===== src/rtl/muxn_rr_pkg.sv =====
// ===========================================================================
// muxn_rr_pkg : shared state encoding for the round-robin stream multiplexer
// Revision 1.0 : initial release
// ===========================================================================
`default_nettype none

package muxn_rr_pkg;

  typedef enum logic [0:0] {
    ST_IDLE = 1'b0,
    ST_LOCK = 1'b1
  } state_t;

endpackage

`default_nettype wire


===== src/rtl/muxn_rr_pick.sv =====
// ===========================================================================
// muxn_rr_pick : combinational round-robin priority picker (ptr first, wrap)
// Revision 1.0 : initial release
// ===========================================================================
`default_nettype none

module muxn_rr_pick #(
  parameter int N  = 4,
  parameter int SW = $clog2(N)
) (
  input  logic [N-1:0]  req,
  input  logic [SW-1:0] ptr,
  output logic [SW-1:0] pick,
  output logic          any
);

  int            w_idx;
  logic [SW-1:0] w_sel;

  // Scan from the farthest offset back to ptr so the nearest request wins.
  always_comb begin
    pick  = '0;
    any   = 1'b0;
    w_idx = 0;
    w_sel = '0;
    for (int i = N - 1; i >= 0; i--) begin
      w_idx = int'(ptr) + i;
      if (w_idx >= N) w_idx = w_idx - N;
      w_sel = SW'(w_idx);
      if (req[w_sel]) begin
        pick = w_sel;
        any  = 1'b1;
      end
    end
  end

endmodule

`default_nettype wire


===== src/rtl/muxn_rr.sv =====
// ===========================================================================
// muxn_rr : N-channel stream mux, round-robin arbitration, packet locking
// Revision 1.0 : initial release
// ===========================================================================
`default_nettype none

module muxn_rr
  import muxn_rr_pkg::*;
#(
  parameter int Size = 8,
  parameter int N    = 4,
  parameter int SW   = $clog2(N)
) (
  input  logic              clk,
  input  logic              rst_n,
  input  logic [N-1:0]      in_valid,
  input  logic [N-1:0]      in_last,
  input  logic [N*Size-1:0] in_data,
  output logic [N-1:0]      in_ready,
  output logic              out_valid,
  output logic              out_last,
  output logic [Size-1:0]   out_data,
  output logic [SW-1:0]     out_sel,
  input  logic              out_ready
);

  state_t          r_state, w_state_nxt;
  logic [SW-1:0]   r_ptr, w_ptr_nxt;
  logic [SW-1:0]   r_grant, w_grant_nxt;
  logic [SW-1:0]   w_pick, w_chan, w_chan_inc;
  logic            w_any, w_load, w_en, w_xfer, w_chan_last;
  logic            r_out_valid, r_out_last;
  logic [Size-1:0] r_out_data;
  logic [SW-1:0]   r_out_sel;

  muxn_rr_pick #(.N(N), .SW(SW)) u_pick (
    .req  (in_valid),
    .ptr  (r_ptr),
    .pick (w_pick),
    .any  (w_any)
  );

  assign w_load      = ~r_out_valid | out_ready;
  assign w_chan      = (r_state == ST_LOCK) ? r_grant : w_pick;
  // Gated by rst_n so no producer sees ready while reset is held.
  assign w_en        = rst_n & w_load & ((r_state == ST_LOCK) | w_any);
  assign in_ready    = w_en ? (N'(1) << w_chan) : '0;
  assign w_xfer      = w_en & in_valid[w_chan];
  assign w_chan_last = in_last[w_chan];
  assign w_chan_inc  = (w_chan == SW'(N - 1)) ? '0 : w_chan + 1'b1;

  always_comb begin
    w_state_nxt = r_state;
    w_ptr_nxt   = r_ptr;
    w_grant_nxt = r_grant;
    if (w_xfer) begin
      if (w_chan_last) begin
        w_state_nxt = ST_IDLE;
        w_ptr_nxt   = w_chan_inc;
      end else begin
        w_state_nxt = ST_LOCK;
        w_grant_nxt = w_chan;
      end
    end
  end

  always_ff @(posedge clk or negedge rst_n) begin
    if (!rst_n) begin
      r_state <= ST_IDLE;
      r_ptr   <= '0;
      r_grant <= '0;
    end else begin
      r_state <= w_state_nxt;
      r_ptr   <= w_ptr_nxt;
      r_grant <= w_grant_nxt;
    end
  end

  always_ff @(posedge clk or negedge rst_n) begin
    if (!rst_n) begin
      r_out_valid <= 1'b0;
      r_out_last  <= 1'b0;
      r_out_data  <= '0;
      r_out_sel   <= '0;
    end else if (w_xfer) begin
      r_out_valid <= 1'b1;
      r_out_last  <= w_chan_last;
      r_out_data  <= in_data[int'(w_chan) * Size +: Size];
      r_out_sel   <= w_chan;
    end else if (w_load) begin
      r_out_valid <= 1'b0;
    end
  end

  assign out_valid = r_out_valid;
  assign out_last  = r_out_last;
  assign out_data  = r_out_data;
  assign out_sel   = r_out_sel;

endmodule

`default_nettype wire


===== config.mk =====
export PLATFORM = sky130hd
export DESIGN_NAME = muxn_rr
export DESIGN_NICKNAME = d
export VERILOG_FILES = /design/src/rtl/muxn_rr_pkg.sv /design/src/rtl/muxn_rr_pick.sv /design/src/rtl/muxn_rr.sv
export SDC_FILE = /design/constraint.sdc
export NUM_CORES = 1
export LEC_CHECK = 0
export CAP_MARGIN = 20
export CORE_MARGIN = 5
export CORE_UTILIZATION = 45
export CTS_CLUSTER_SIZE = 25
export DETAILED_ROUTE_END_ITERATION = 16
export GPL_TIMING_DRIVEN = 0
export PLACE_DENSITY = 0.84
export SETUP_SLACK_MARGIN = 0.5
export SYNTH_ARGS = -nofsm -noshare
export SYNTH_HDL_FRONTEND = slang
export SYNTH_SLANG_ARGS = --single-unit

===== constraint.sdc =====
create_clock -name clk -period 5.1 [get_ports clk]
set_input_delay 1.02 -clock clk [delete_from_list [all_inputs] [get_ports clk]]
set_output_delay 1.02 -clock clk [all_outputs]
set_load 0.02 [all_outputs]

==> results of run 1 <==
## flip-flops by register name, summed over array words and instances (netlist names)
name       flops
out_last       1
out_data       8
out_valid      1
out_sel        2
r_grant        2
r_ptr          2
r_state        1
## repair_timing
action                     in CTS  in global routing
resized for setup               0                  4
hold endpoints to repair        0                  0
setup endpoints to repair       0                  2
hold buffers                    0                  0
## cell families (layout without fill, tap and decap cells)
family	count (synthesis)	count (layout)
and+or+nand+nor	28	28
DFF	17	17
muxes	34	34
xor gates and xnor gates	1	1
AOI/OAI and AO/OA	32	32
buffers and inverters	11	73
## critical path, delay by kind of cell
kind,cells,cell delay (ns)
AOI/OAI and AO/OA,3,0.62
buffers and inverters,3,1.47
and+or+nand+nor,2,0.30
## routing by layer
layer | vias to the layer above | wire length, µm | GRT usage (%)
met1 | 558 | 1385 | 19.38
li1 | 574 | - | -
met2 | 54 | 1772 | 31.47
met4 | 0 | 47 | 6.234
met3 | 4 | 342 | 7.005
met5 | - | 0 | 0
## placed cells by master, fill, tap and decap left out, drive strengths merged
cell type	netlist	final
a21boi	2	2
xnor2	1	1
nand3	2	2
o31ai	1	1
a211oi	1	1
o2111ai	2	2
o211ai	1	1
clkinv	0	1
o22ai	1	1
nand2	14	14
o221a	1	1
nor2	7	7
a2bb2oi	1	1
mux2	20	20
and3b	1	1
o21ai	13	13
inv	4	4
dfrtp	17	17
o21bai	1	1
clkdlybuf4s50	0	58
o221ai	1	1
nor3b	2	2
nand2b	2	2
a21oi	6	6
clkbuf	2	5
buf	5	5
mux2i	14	14
a21bo	1	1
## power by group through the flow
| stage | registers, mW | clock network (mW) | logic [mW] |
|---|---|---|---|
| 2_1_floorplan | 0.290 | 0 | 0.471 |
| 3_3_place_gp | 0.234 | 0 | 0.746 |
| 3_5_place_dp | 0.237 | 0 | 0.768 |
| 4_1_cts | 0.235 | 0.0747 | 0.771 |
| 5_1_grt | 0.244 | 0.0823 | 0.829 |
| 6_report | 0.235 | 0.0727 | 0.768 |
## metrics by stage
stage | util, % | instances | setup slack, ns | area [µm²] | power, mW
floorplan | - | 123 | 1.842 | 1300 | 0.7606
global placement | 69.60 | 212 | 0.6118 | 1919 | 0.9804
detailed placement | 69.60 | 212 | 0.5307 | 1919 | 1.006
CTS | 70.60 | 216 | 0.5198 | 1947 | 1.081
global route | 70.92 | 216 | 0.5064 | 1956 | 1.155
finish | 70.92 | 216 | 0.6657 | 1956 | 1.076
## final cells by class
class / instances / area [µm²] / area share, %
Multi-Input combinational cell: 95 / 813.3 / 41.59
Timing Repair Buffer: 58 / 580.6 / 29.69
Sequential cell: 17 / 425.4 / 21.75
Buffer: 7 / 55.05 / 2.815
Tap cell: 31 / 38.79 / 1.983
Clock buffer: 3 / 22.52 / 1.152
Inverter: 4 / 15.01 / 0.7678
Clock inverter: 1 / 5.005 / 0.2559
## worst max path at each step
stage	slack [ns]	start	endpoint	cells past startpoint
finish	0.67	in_valid[1]	in_ready[1]	8
global route	0.51	rst_n	in_ready[0]	4
CTS	0.52	in_valid[3]	in_ready[1]	8
detailed placement	0.53	in_valid[3]	in_ready[1]	8
global placement	0.61	in_valid[3]	in_ready[1]	8
floorplan	1.84	in_valid[0]	in_ready[1]	6
==> flow_summary_export.csv, run 1 <==
group,metric,value,unit
synth,synth_fa_ha_area_share,0,%
grt,grt.total_usage,17.86,%
sta,fmax,0.2255,GHz
routing,route.vias.total,1190,
critical_path,cp-start-kind,"input pin",
min_path,holdCritPathClass,"register to register",
critical_path,crit_chain,"clkdlybuf4s50_1 > a21boi_1 > a211oi_2 > o221ai_2 > nand2_2 > clkbuf_2 > nor2_1 > clkdlybuf4s50_1",
synth,synth_area,1300,µm²
floorplanning,die_h,63.75,µm
placement,place.gp.congestion,0.7778,
floorplanning,die_w,63.75,µm
floorplanning,io_pins,59,
synth,synth-edff-count,0,
routing,viasPerCell,5.509,
power_and_ir_drop,pwr_density_cell,550.0,nW/µm²
synth,synth_nets,166,
sta,fin_worst_skew,0.0009458,ns
synth,synth_ff_type,"dfrtp_1",
finish,fillCellCount,199,
synth,yosysTopAreaCell,"dfrtp_1",
clock_network,cts_buffers,3,
clock_network,clk_latency,0.29,ns
synth,yosysMostFrequentCell,"dfrtp_1",
sta,relSlewSlack,43.80,%
critical_path,path_class,"input pin to output port",
critical_path,arrival,3.41,ns
synth,synth_area_leaders,"dfrtp_1 33%, mux2i_1 11%, mux2_2 7.8%",
finish,n_antenna_cell,0,
synth,synthXorXnorAreaFrac,0.6737,%
synth,ys_seq_elements,17,
routing,drt_iter0_markers,50,
clock_network,clockRootBuffer,"clkbuf_4",
power_and_ir_drop,power.leakage,0.8153,nW
floorplanning,core-area,2758,µm²
clock_network,clk_pin_slew_worst_paths,0.10,ns
power_and_ir_drop,p_sw_share,42.82,%
placement,io_buffers,58,
placement,hpwl,2883,µm
synth,synth-async-reset-ratio,100.0,%
synth,yosys_warnings,0,
critical_path,r2r-start,"r_ptr[0]",
critical_path,cp_common_cell,"clkdlybuf4s50_1",
power_and_ir_drop,p_sw,0.4605,mW
sta,final-setup-viol-count,0,
synth,synth_compound_area_share,20.89,%
power_and_ir_drop,power_frac_comb,71.4,%
critical_path,end_kind,"output port",
synth,synthSimpleGateAreaFrac,10.59,%
clock_network,tritoncts,"built",
routing,drc_errors,0,
sta,period_share,86.95,%
critical_path,slowest_delay,0.62,ns
power_and_ir_drop,irDropWorstVdd,0.4357,mV
grt,first_global_vias,1249,
power_and_ir_drop,clockPowerShare,6.8,%
sta,finalHoldViolCount,0,
finish,layout.nets,229,
sta,hold_slack,0.5026,ns
floorplanning,die-area,4064,µm²
clock_network,h-tree-depth,1,
synth,ys_seq_area_share,32.72,%
sta,period_minus_slack,4.434,ns
routing,wl_per_cell,16.43,µm
floorplanning,row_count,19,
finish,area_growth,50.43,%
grt,grt_max_degree,20,
critical_path,reg2reg_slack,2.67,ns
grt,grt-ovfl-total,0,
synth,netlist_instances,123,
routing,first_pass_iters,4,
sta,final_max_slew_viol_count,0,
grt,grt_pass1_wl,5858,µm
floorplanning,floorplan.initialDensity,47.14,%
sta,tightest_slew,0.8404,ns
synth,synthTopCellsByCount,"17 x dfrtp_1, 14 x mux2i_1, 14 x nand2_1",
critical_path,reg2reg_depth,9,
power_and_ir_drop,seq_power_share,21.9,%
power_and_ir_drop,p_int,0.6150,mW
finish,drive_gt1_share,21.62,%
synth,synth_top_area_share,32.72,%
grt,antenna_found_initial,0,
critical_path,critPathMaxFanout,10,
status,status,"completed",
min_path,min_path_cells,1,
synth,synth_top_family_by_area,"multiplexers",
sta,finalSetupTns,0,ns
clock_network,post_cts_buffers,0,
run,maxCapViolCount,0,
min_path,hold_start,"out_last",
synth,avgSynthCellArea,10.57,µm²
routing,wirelength,3548,µm
routing,final_antenna_net_count,0,
synth,synth_mux_area_share,29.84,%
clock_network,clock_sinks,17,
clock_network,clockBufferDepth,2,
synth,ys_types,37,
sta,rsz0062_at_grt,"false",
critical_path,crit_required,4.08,ns
critical_path,r2r_end,"out_data[3]",
critical_path,critPathSlowestCell,"clkdlybuf4s50_1",
min_path,worstHoldEndpoint,"out_last",
Note: power is estimated with default switching activity, not from simulation.
==> inputs of run 2 (changes only) <==
- SKIP_LAST_GASP: unset -> 1
==> results of run 2 <==
No change in the layout: final DEF, timing and power equal those of run 1.
